[src/rtl/regfile_write_arbiter.sv]
// Owns the RegisterFile write port: clears every register after reset, then
// shares the port between writeback (req0) and the auxiliary path (req1).
module regfile_write_arbiter #(
  parameter int                NUM_REGS     = 16,
  parameter int                ADDR_W       = 4,
  parameter int                DATA_W       = 16,
  parameter int                STARVE_LIMIT = 4,
  parameter logic [DATA_W-1:0] INIT_VALUE   = '0
) (
  input  logic              clk,
  input  logic              rst,
  input  logic              req0_valid,
  input  logic [ADDR_W-1:0] req0_reg,
  input  logic [DATA_W-1:0] req0_data,
  output logic              req0_ready,
  input  logic              req1_valid,
  input  logic [ADDR_W-1:0] req1_reg,
  input  logic [DATA_W-1:0] req1_data,
  output logic              req1_ready,
  output logic              WriteReg,
  output logic [ADDR_W-1:0] DstReg,
  output logic [DATA_W-1:0] DstData,
  output logic              init_done
);

  localparam logic ST_INIT = 1'b0;
  localparam logic ST_RUN  = 1'b1;

  localparam int                SC_W       = 4;
  localparam logic [SC_W-1:0]   STARVE_MAX = SC_W'(STARVE_LIMIT);
  localparam logic [ADDR_W-1:0] LAST_REG   = ADDR_W'(NUM_REGS - 1);

  logic              state_q, state_d;
  logic [ADDR_W-1:0] init_cnt_q, init_cnt_d;
  logic [SC_W-1:0]   starve_cnt_q, starve_cnt_d;
  logic              write_reg_q, write_reg_d;
  logic [ADDR_W-1:0] dst_reg_q, dst_reg_d;
  logic [DATA_W-1:0] dst_data_q, dst_data_d;
  logic              grant0, grant1;

  // A starved req1 outranks req0; otherwise writeback has priority.
  always_comb begin
    grant0 = 1'b0;
    grant1 = 1'b0;
    if (state_q == ST_RUN) begin
      if (req1_valid && (starve_cnt_q >= STARVE_MAX)) begin
        grant1 = 1'b1;
      end else if (req0_valid) begin
        grant0 = 1'b1;
      end else if (req1_valid) begin
        grant1 = 1'b1;
      end
    end
  end

  always_comb begin
    state_d      = state_q;
    init_cnt_d   = init_cnt_q;
    starve_cnt_d = starve_cnt_q;
    write_reg_d  = 1'b0;
    dst_reg_d    = dst_reg_q;
    dst_data_d   = dst_data_q;
    case (state_q)
      ST_INIT: begin
        write_reg_d  = 1'b1;
        dst_reg_d    = init_cnt_q;
        dst_data_d   = INIT_VALUE;
        init_cnt_d   = init_cnt_q + 1'b1;
        starve_cnt_d = '0;
        if (init_cnt_q == LAST_REG) begin
          state_d = ST_RUN;
        end
      end
      ST_RUN: begin
        if (grant1) begin
          write_reg_d = 1'b1;
          dst_reg_d   = req1_reg;
          dst_data_d  = req1_data;
        end else if (grant0) begin
          write_reg_d = 1'b1;
          dst_reg_d   = req0_reg;
          dst_data_d  = req0_data;
        end
        // Counts consecutive cycles req1 waited and lost, saturating at the limit.
        if (!req1_valid || grant1) begin
          starve_cnt_d = '0;
        end else if (starve_cnt_q < STARVE_MAX) begin
          starve_cnt_d = starve_cnt_q + 1'b1;
        end
      end
      default: begin
        state_d = ST_INIT;
      end
    endcase
  end

  always_ff @(posedge clk) begin
    if (rst) begin
      state_q      <= ST_INIT;
      init_cnt_q   <= '0;
      starve_cnt_q <= '0;
      write_reg_q  <= 1'b0;
      dst_reg_q    <= '0;
      dst_data_q   <= '0;
    end else begin
      state_q      <= state_d;
      init_cnt_q   <= init_cnt_d;
      starve_cnt_q <= starve_cnt_d;
      write_reg_q  <= write_reg_d;
      dst_reg_q    <= dst_reg_d;
      dst_data_q   <= dst_data_d;
    end
  end

  assign req0_ready = grant0;
  assign req1_ready = grant1;
  assign init_done  = (state_q == ST_RUN);
  assign WriteReg   = write_reg_q;
  assign DstReg     = dst_reg_q;
  assign DstData    = dst_data_q;

endmodule

[config.mk]
export PLATFORM = sky130hd
export DESIGN_NAME = regfile_write_arbiter
export DESIGN_NICKNAME = d
export VERILOG_FILES = /design/src/rtl/regfile_write_arbiter.sv
export SDC_FILE = /design/constraint.sdc
export NUM_CORES = 1
export LEC_CHECK = 0
export CAP_MARGIN = 0
export CORE_MARGIN = 3
export CORE_UTILIZATION = 35
export CTS_CLUSTER_SIZE = 40
export DETAILED_ROUTE_END_ITERATION = 8
export GPL_TIMING_DRIVEN = 0
export PLACE_DENSITY = 0.83
export SLEW_MARGIN = 20
export SYNTH_ARGS = -nofsm -noshare
export SYNTH_HDL_FRONTEND = slang
export SYNTH_SLANG_ARGS = --single-unit
[constraint.sdc]
create_clock -name clk -period 3.7 [get_ports clk]
set_input_delay 0.37 -clock clk [delete_from_list [all_inputs] [get_ports clk]]
set_output_delay 0.37 -clock clk [all_outputs]
set_load 0.05 [all_outputs]
==> results.yml <==
run_status:
  outcome: "finished clean"
global_routing:
  gr-total-overflow: 0
  grt_pass1_wl_um: 5590
  antenna_found_initial: 0
  grt_use_total: 0.167
  grt_start_max_net_pins: 11
  first_global_vias: 1195
cts:
  postCtsSetupRepairBufs: 0
  cts_root_buf: "clkbuf_8"
  cts_sinks: 30
  cts_buffers: 5
  path_clk_slew_ns: 0.05
  htreeDepth: 2
  cts_buffer_depth: 2
  cts_tree: "done"
  ctsHoldBuffers: 0
  insertion_delay_ns: 0.28
  cts-resized-gates: 0
die:
  start_util: 0.380
  die_w_um: 67.6
  ios: 68
  dieArea_mm2: 0.00456
  rows: 21
  die_height_um: 67.6
  core_mm2: 0.00349
yosys:
  syn_area_mm2: 0.00133
  ys_async_sr_fraction: 0
  yosys_most_used_dff: "dfxtp_1"
  synthXorXnorAreaFrac: 0.0198
  synth_top_area_frac: 0.453
  synth_nets: 184
  synth.most_common_cell: "dfxtp_1"
  synthAdderAreaFrac: 0.0189
  syn_avg_cell_area_um2: 9.61
  synth-seq-cells: 30
  yosysWarnings: 0
  netlist_instances: 138
  synth.distinct_cells: 36
  yosysTopAreaCell: "dfxtp_1"
  ys_top_cells_by_area: "dfxtp_1 45%, a221o_1 11%, and2_1 7.5%"
  synth_top_family_by_area: "simple AND/OR/NAND/NOR gates"
  ys_seq_area_frac: 0.453
  synthSimpleGateAreaFrac: 0.231
  synth_edf_count: 0
  synth_compound_area_frac: 0.205
  synthTopCellsByCount: "30 x dfxtp_1, 16 x and2_1, 15 x a221o_1, 10 x nor2_1, 6 x inv_1"
  synth_mux_area_frac: 0.00755
sta:
  rsz0062_at_grt: "no"
  hold_viol: 0
  hold_ws_ns: 0.423
  tightest_slew_ns: 0.783
  slew_violations: 0
  min_period_ns: 2.83
  setup_viol: 0
  fin_skew_ns: 0.00828
  fmax_mhz: 354
  tns_ns: 0
  fin_crit_sh: 0.764
  relSlewSlack: 0.471
final_layout:
  nFillCells: 309
  final_area_mm2: 0.00214
  antennaDiodeCount: 0
  multi_input_area_um2: 643
  areaGrowthSynthToFinish_pct: 61.1
  drive_above_1_share: 0.0664
  final-seq-area_um2: 601
  layout.nets: 258
worst_setup_path:
  crit_buf_inv: 3
  crit_start: "req0_valid"
  setup.worst_path.start_class: "primary input"
  path_max_fanout: 10
  crit_type: "in -> out"
  reg2reg_to: "DstData[9]$_SDFFE_PP0P_"
  endpoint_kind: "output port"
  crit_path_top_delay_cell: "clkdlybuf4s50_1"
  cp_cell_sequence: "clkdlybuf4s50_1, clkbuf_1, nor3b_1, nor2_1, clkdlybuf4s50_1"
  crit_family: "buffers and inverters"
  ff2ff_setup_slack_ns: 1.77
  path_common_cell: "clkdlybuf4s50_1"
  reg2reg_depth: 5
  slowest_delay_ns: 0.72
  critPathArrivalTime_ns: 2.46
  r2r-start: "init_done$_SDFF_PP0_"
  cp.required_ns: 3.33
hold_path:
  hold_depth: 1
  hp-class: "reg -> reg"
  hp-start: "starve_cnt_q[0]$_SDFFE_PP0P_"
  hold_end: "starve_cnt_q[0]$_SDFFE_PP0P_"
power_and_ir_drop:
  power_density_mw_per_mm2: 314
  comb_power_share: 0.125
  switching_share: 0.216
  clock_power_share: 0.377
  internal-power_uw: 526
  power_uw: 671
  vdd_drop_max_uv: 189
  switching_power_uw: 145
  leakagePower_nw: 0.805
  p_seq_frac: 0.497
route:
  wl_met1_um: 1640
  dr.pass1.iters: 4
  ant_nets: 0
  drtIter0Drc: 48
  wl_um: 3760
  drc: 0
  via_per_inst: 4.94
  highest_layer: "met4"
  wl_met3_um: 180
  dr_wl_met2_um: 1850
  wire_per_inst_um: 14.6
  vias: 1270
run:
  cap_violations: 0
placed_design:
  place.gp.congestion: 0.870
  hpwl_um: 2860
  port_buffers: 67
  placed_area_mm2: 0.00205
[per-layer routing]
metal,track usage,vias up
met5,0,-
met4,0.0810,0
met3,0.0449,10
met2,0.250,35
met1,0.220,579
li1,-,646
[worst register-to-register path: stages, from the launching register on]
cell and delay [ns]:
dfxtp_1 0.32, clkbuf_2 0.20, nor4b_1 0.67, clkbuf_1 0.37, and2_1 0.20, a221o_1 0.11
[state kept, by name, indices dropped and copies added, names as in the netlist]
signal        count
DstReg            4
WriteReg          1
init_done         1
init_cnt_q        4
starve_cnt_q      4
DstData          16
[cell usage in the layout (no fill, tap or decap), types with 4 or more instances in the layout]
master | Yosys | final
nor2b_1 | 5 | 5
and2_1 | 16 | 16
a221oi_1 | 4 | 4
a221o_1 | 15 | 15
a31oi_1 | 4 | 4
o21ai_0 | 5 | 5
clkbuf_1 | 5 | 5
nor2_1 | 10 | 10
dfxtp_1 | 30 | 30
clkbuf_8 | 0 | 6
clkdlybuf4s50_1 | 0 | 67
inv_1 | 6 | 6
nand3_1 | 4 | 4
nand2b_1 | 4 | 4
[kinds of logic after synthesis]
kind of cell,after synthesis
AOI/OAI and AO/OA,33
xor gates and xnor gates,3
adders and majority gates,2
buffers and inverters,17
DFF,30
muxes,1
other,1
and+or+nand+nor,51
[metrics by stage]
| step | utilization | setup slack [ns] | std cells |
|---|---|---|---|
| after floorplan | - | 1.43 | 138 |
| after global placement | 0.588 | 0.880 | 251 |
| after detailed placement | 0.588 | 0.884 | 251 |
| after CTS | 0.612 | 0.866 | 257 |
| after global routing | 0.612 | 0.712 | 257 |
| final | 0.612 | 0.873 | 257 |
[power groups by stage]
stage               Clock (mW)  Combinational, mW  Sequential [mW]
finish                   0.253             0.0841            0.334
global placement             0             0.0824            0.340
detailed placement           0             0.0840            0.341
floorplan                    0             0.0200            0.348
CTS                      0.259             0.0841            0.333
global route             0.275             0.0899            0.334
[final cells by class]
type,instances,area share
timing repair buffer,67,0.314
multi-input combinational,91,0.301
inverter,6,0.0105
buffer,11,0.0281
clock buffer,6,0.0386
sequential,30,0.281
tap,46,0.0269
[worst max-delay path by stage]
stage	endpoint	slack, ns	cells past startpoint
2_1_floorplan	req1_ready	1.43	4
3_3_place_gp	req1_ready	0.88	5
3_5_place_dp	req1_ready	0.88	5
4_1_cts	req1_ready	0.87	5
5_1_grt	req1_ready	0.71	5
6_report	req1_ready	0.87	5
(Power assumes the default switching activity.)
